## src/rtl/adc_capture_gate.sv

```systemverilog
// adc_capture_gate
//   Trigger-gated capture front end feeding the S2MM DMA writer. Takes the
//   free-running ADC beat stream, waits for arm plus a trigger edge, then
//   forwards cap_size bytes (16 bytes per beat) through a small FWFT FIFO
//   onto an AXI4-Stream master.
//
// Ports
//   axi_aclk, axi_rst       clock, synchronous active-high reset
//   s_adc_tdata/tvalid      ADC beat stream, no backpressure
//   trig_in                 external trigger level (rising edge used)
//   sw_trig                 software trigger pulse
//   arm, abort              control pulses
//   cap_size                capture length in bytes, latched on arm
//   m_axis_tdata/tvalid/tready  stream to the DMA writer
//   busy, done              status (ARMED/CAPTURE/DRAIN, DONE)
//   overflow                sticky: a beat was dropped on a full FIFO
//   beat_count              ADC beats consumed in the current capture
//
// State table
//   state      | meaning
//   ST_IDLE    | waiting for arm
//   ST_ARMED   | length latched, waiting for trigger edge
//   ST_CAPTURE | consuming ADC beats until len reached
//   ST_DRAIN   | all beats consumed, emptying the FIFO
//   ST_DONE    | capture complete, waiting for re-arm
module adc_capture_gate #(
  parameter int FIFO_DEPTH = 16,
  parameter int DATA_W     = 128
) (
  input  logic              axi_aclk,
  input  logic              axi_rst,
  input  logic [DATA_W-1:0] s_adc_tdata,
  input  logic              s_adc_tvalid,
  input  logic              trig_in,
  input  logic              sw_trig,
  input  logic              arm,
  input  logic              abort,
  input  logic [31:0]       cap_size,
  output logic [DATA_W-1:0] m_axis_tdata,
  output logic              m_axis_tvalid,
  input  logic              m_axis_tready,
  output logic              busy,
  output logic              done,
  output logic              overflow,
  output logic [27:0]       beat_count
);

  localparam int AW = $clog2(FIFO_DEPTH);
  localparam int CW = AW + 1;

  typedef enum logic [2:0] {
    ST_IDLE,
    ST_ARMED,
    ST_CAPTURE,
    ST_DRAIN,
    ST_DONE
  } state_t;

  state_t state, state_nxt;

  logic              trig_d;
  logic              trig_edge;
  logic [27:0]       cap_len;
  logic [27:0]       len_q;
  logic [DATA_W-1:0] mem [FIFO_DEPTH];
  logic [AW-1:0]     wr_ptr, rd_ptr;
  logic [CW-1:0]     fill;
  logic              fifo_empty, fifo_full;
  logic              fifo_rd, fifo_wr;
  logic              beat_take, beat_drop;
  logic              arm_ok;
  logic              unused_low_bits;

  // Sub-beat byte count is meaningless for 16-byte beats.
  assign unused_low_bits = ^cap_size[3:0];

  assign cap_len    = cap_size[31:4];
  assign trig_edge  = (trig_in & ~trig_d) | sw_trig;

  assign fifo_empty = (fill == '0);
  assign fifo_full  = (fill == CW'(FIFO_DEPTH));
  assign fifo_rd    = ~fifo_empty & m_axis_tready;

  // In ARMED the trigger-edge beat itself is the first captured beat.
  assign beat_take  = s_adc_tvalid & ~abort &
                      ((state == ST_CAPTURE) | ((state == ST_ARMED) & trig_edge));
  // A write into a full FIFO is fine when a read frees the slot this cycle.
  assign fifo_wr    = beat_take & (~fifo_full | fifo_rd);
  assign beat_drop  = beat_take & fifo_full & ~fifo_rd;

  assign arm_ok     = arm & ~abort & ((state == ST_IDLE) | (state == ST_DONE));

  assign m_axis_tvalid = ~fifo_empty;
  assign m_axis_tdata  = fifo_empty ? '0 : mem[rd_ptr];
  assign busy          = (state == ST_ARMED) | (state == ST_CAPTURE) | (state == ST_DRAIN);
  assign done          = (state == ST_DONE);

  always_comb begin
    state_nxt = state;
    case (state)
      ST_IDLE, ST_DONE: begin
        if (arm) state_nxt = (cap_len == '0) ? ST_DONE : ST_ARMED;
      end
      ST_ARMED: begin
        if (trig_edge) state_nxt = (beat_take && (len_q == 28'd1)) ? ST_DRAIN : ST_CAPTURE;
      end
      ST_CAPTURE: begin
        if (beat_take && ((beat_count + 28'd1) == len_q)) state_nxt = ST_DRAIN;
      end
      ST_DRAIN: begin
        // Leave as soon as the final entry is being read out.
        if (fifo_empty || ((fill == CW'(1)) && fifo_rd)) state_nxt = ST_DONE;
      end
      default: state_nxt = ST_IDLE;
    endcase
    if (abort) state_nxt = ST_IDLE;
  end

  always_ff @(posedge axi_aclk) begin
    if (axi_rst) begin
      state      <= ST_IDLE;
      trig_d     <= 1'b0;
      len_q      <= '0;
      beat_count <= '0;
      overflow   <= 1'b0;
      wr_ptr     <= '0;
      rd_ptr     <= '0;
      fill       <= '0;
    end else begin
      state  <= state_nxt;
      trig_d <= trig_in;
      if (abort) begin
        wr_ptr     <= '0;
        rd_ptr     <= '0;
        fill       <= '0;
        beat_count <= '0;
      end else begin
        if (arm_ok) begin
          len_q      <= cap_len;
          beat_count <= '0;
          overflow   <= 1'b0;
        end else begin
          // FSM leaves CAPTURE on the len-th beat, so this never passes len.
          if (beat_take) beat_count <= beat_count + 28'd1;
          if (beat_drop) overflow   <= 1'b1;
        end
        if (fifo_wr) wr_ptr <= wr_ptr + 1'b1;
        if (fifo_rd) rd_ptr <= rd_ptr + 1'b1;
        case ({fifo_wr, fifo_rd})
          2'b10:   fill <= fill + CW'(1);
          2'b01:   fill <= fill - CW'(1);
          default: fill <= fill;
        endcase
      end
    end
  end

  always_ff @(posedge axi_aclk) begin
    if (fifo_wr) mem[wr_ptr] <= s_adc_tdata;
  end

endmodule
```

## config.mk

```make
export PLATFORM = sky130hd
export DESIGN_NAME = adc_capture_gate
export DESIGN_NICKNAME = d
export VERILOG_FILES = /design/src/rtl/adc_capture_gate.sv
export SDC_FILE = /design/constraint.sdc
export NUM_CORES = 2
export LEC_CHECK = 0
export BUFFER_PORTS_ARGS = -buffer_cell sky130_fd_sc_hd__buf_2
export CORE_ASPECT_RATIO = 0.6
export CORE_MARGIN = 2
export CORE_UTILIZATION = 25
export DETAILED_ROUTE_END_ITERATION = 7
export PLACE_DENSITY_LB_ADDON = 0.05
export SYNTH_ARGS = -nofsm -noshare
export SYNTH_HDL_FRONTEND = slang
export SYNTH_SLANG_ARGS = --single-unit
export TNS_END_PERCENT = 30
```

## constraint.sdc

```tcl
create_clock -name axi_aclk -period 16.6 [get_ports axi_aclk]
set_input_delay 1.66 -clock axi_aclk [delete_from_list [all_inputs] [get_ports axi_aclk]]
set_output_delay 1.66 -clock axi_aclk [all_outputs]
set_load 0.02 [all_outputs]
```

==> summary.log <==
INFO  synthesis      yosysUniqueCellTypes=52
INFO  route          antenna_left=0
INFO  synthesis      synthCells=3,540
INFO  floorplanning  floorplan.initialDensity=25.13%
INFO  floorplanning  num_rows=162
INFO  clocking       cts-buffers-inserted=225
INFO  worst_setup_path r2r_start=state[1]$_SDFFE_PP0P_
INFO  finish         post-route-cell-area=95,900squm
INFO  worst_hold_path hold_class=flop to flop
INFO  worst_hold_path timing.hold.worst_path_depth=2
INFO  clocking       cts_max_level=4
INFO  floorplanning  fp.dieW=741.9um
INFO  grt            overall_routing_resource_usage=14.62%
INFO  flow_run       max-cap-violations=0
INFO  worst_setup_path crit_fanout=89
INFO  grt            grt_first_pass_wirelength=341.7mm
INFO  route          routed-via-count=38,270
INFO  route          routed_wire_length_per_instance=28.77um
INFO  grt            grt_pass1_vias=40,030
INFO  placement      finalWeightedCongestion=0.7198
INFO  route          route.detailed.drc=0
INFO  route          drt_pre_antenna_iters=5
INFO  route          drt-vias-per-instance=4.495
INFO  worst_setup_path critical_path_arrival=5880ps
INFO  sta            fin_crit_sh=45.43%
INFO  placement      port-buffer-count=323
INFO  placement      placed_area=88,880squm
INFO  synthesis      synth_edf_count=2,048
INFO  worst_setup_path worst_setup_path_start_kind=flop
INFO  pwr            cellPowerDensity=116.5nW/um^2
INFO  worst_setup_path critical_path_class=flop to primary output
INFO  sta            minimum_period_implied_by_the_final_worst_setup_slack=7542ps
INFO  sta            max_freq=132.6MHz
INFO  worst_setup_path worstPathRequired=14,940ps
INFO  finish         post_route_cells_drive_above_1_share=33.05%
INFO  sta            hold_viol_final=0
INFO  finish         mostFrequentLayoutCells=2,048 x edfxtp_1, 640 x mux4_2, 323 x buf_2
INFO  sta            final.setup_skew=76.78ps
INFO  grt            grt_antenna_before_repair=71
INFO  clocking       clock_insertion_delay_worst_skew=890ps
INFO  clocking       cts.repair.resized=0
INFO  pwr            power.ir.vdd_worst=0.00007808V
INFO  synthesis      mapped_nets=3,717
INFO  route          first_iter_violations=3,087
INFO  worst_hold_path hold-path-endpoint=len_q[26]$_SDFFE_PP0P_
INFO  floorplanning  floorplan.die_area=331,400squm
INFO  synthesis      synth-warning-count=0
INFO  synthesis      seq_area_frac_synth=77.22%
INFO  clocking       postCtsSetupBuffers=0
INFO  synthesis      synth-async-reset-ratio=0%
INFO  clocking       cts.path.max_buffers=4
INFO  worst_hold_path hold_path_startpoint=len_q[26]$_SDFFE_PP0P_
INFO  sta            worst_slew_pin_slew=1154ps
INFO  finish         flow.area_growth_from_synthesis=17.43%
INFO  sta            slew_viol_final=0
INFO  clocking       tritoncts_num_sinks=2,126
INFO  sta            timing.final.setup_violations=0
INFO  placement      dpl.hpwl=127.3mm
INFO  synthesis      dominantRegCellSynth=edfxtp_1
INFO  pwr            static_leakage=28.81nW
INFO  worst_setup_path crit_path_max_incr_delay=890ps
INFO  finish         num-nets-final=4,160
INFO  worst_setup_path reg_to_reg_setup_timing_slack=11,030ps
INFO  sta            grt_setup_unrepaired=no
INFO  grt            grt_overflow_total=0
INFO  finish         layout.cells.most_common=edfxtp_1
INFO  clocking       post_cts_hold_fix_bufs=0
INFO  synthesis      synth-seq-cells=2,126
INFO  synthesis      postSynthAreaPerCell=23.07squm
INFO  worst_setup_path reg2reg_depth=10
INFO  clocking       ctsRootBufferMaster=clkbuf_16
INFO  worst_setup_path endpoint_class_of_the_critical_path=primary output
INFO  status         run_status=complete, no violations
INFO  clocking       cts.clk_slew.worst_paths=60ps
INFO  sta            final.setup.tns=0ps
INFO  worst_setup_path cpMaxStageDelayCell=dfxtp_4
INFO  clocking       cts_tree=built
INFO  floorplanning  core-area=324,900squm
INFO  floorplanning  fp.dieH=446.7um
INFO  floorplanning  num_io_pins=328
INFO  finish         post-route-util=29.51%
INFO  worst_setup_path timing.critical_path.cells=buf_4 > buf_12 > buf_4 > mux4_2 > mux4_2 > and2_1 > buf_2
INFO  sta            timing.slew.headroom=22.50%
INFO  grt            grt_max_degree=130
INFO  worst_setup_path worst_r2r_endpoint=mem[5][117]$_DFFE_PP_
INFO  synthesis      syn-cell-area=81,660squm
INFO  route          wl=245.0mm
-- cell usage after synthesis, types with 7 or more instances --
master,n,area share (%)
nand3_1,8,0.049
and3_1,13,0.10
o21ai_0,10,0.061
nand2_1,84,0.39
xnor2_1,42,0.45
and2_1,130,1.0
xor2_1,24,0.26
edfxtp_1,2048,75
buf_1,48,0.22
nor3_1,22,0.13
nor2_1,70,0.32
nand2b_1,7,0.054
dfxtp_1,78,1.9
nor4_1,17,0.13
clkbuf_1,137,0.63
nand4_1,19,0.15
a21oi_1,44,0.27
ha_1,9,0.14
inv_1,11,0.051
mux4_2,640,18
-- sequential cells by signal, summed over array words and instances (netlist names), named ones only --
register and count:
state 3, rd_ptr 4, trig_d 1, beat_count 28, fill 5, len_q 28, wr_ptr 4, mem 2048
overflow 1
-- cell type report --
type                       count  area, sq um
clock buffer                 280         5879
fill                       31460       229000
antenna                       14        35.03
tap                         4346         5438
multi-input combinational   1212        17950
inverter                      11        41.29
timing repair buffer         407         2372
sequential                  2126        63080
clock inverter               118         1105
-- routing by layer --
| metal | global-route usage (%) | vias up | share of wire [%] |
|---|---|---|---|
| li1 | - | 15880 | - |
| met4 | 2.863 | 22 | 2.0 |
| met1 | 21.39 | 21220 | 48 |
| met3 | 2.439 | 364 | 4.0 |
| met5 | 0 | - | 0.051 |
| met2 | 22.99 | 787 | 46 |
-- worst max path at each step --
stage	endpoint	from	slack, ps	depth (start not counted)
floorplan	mem[3][0]$_DFFE_PP_	trig_in	4240	8
global placement	mem[5][117]$_DFFE_PP_	trig_in	9560	11
detailed placement	mem[5][2]$_DFFE_PP_	trig_in	9630	11
CTS	m_axis_tdata[30]	flop	8640	7
global route	m_axis_tdata[49]	flop	8490	7
finish	m_axis_tdata[19]	flop	9060	7
-- logic make-up (layout without fill, tap and decap cells) --
logic type | count (synthesis) | after routing | synth area share [%]
buffers and inverters | 202 | 816 | 0.9407
XOR/XNOR | 66 | 66 | 0.7078
multiplexers | 642 | 642 | 17.67
flip-flops | 2126 | 2126 | 77.22
AO/OA/AOI/OAI | 87 | 87 | 0.6619
other | 0 | 14 | 0
adder cells (fa/ha/maj) | 9 | 9 | 0.1379
AND/OR/NAND/NOR | 408 | 408 | 2.657
-- stage by stage --
stage	power [W]	hold slack (ps)	worst slack (ps)	cells
2_1_floorplan	0.006154	457.8	4244	3540
3_3_place_gp	0.006342	482.9	9563	8102
3_5_place_dp	0.006344	487.5	9627	8102
4_1_cts	0.01139	495.7	8638	8500
5_1_grt	0.01161	513.8	8491	8505
6_report	0.01117	494.6	9058	8514
-- where the power goes --
part	switching, W	internal, W
logic	0.000217	0.000103
clock network	0.00214	0.00282
registers	0.0000103	0.00588
total	0.00237	0.00880
-- critical path: cells and delay by family (launching register included) --
| family | cells | cell delay (ps) |
|---|---|---|
| and+or+nand+nor | 1 | 210 |
| muxes | 2 | 1220 |
| buffers and inverters | 4 | 2370 |
| DFF | 1 | 890 |
(Power assumes the default switching activity.)
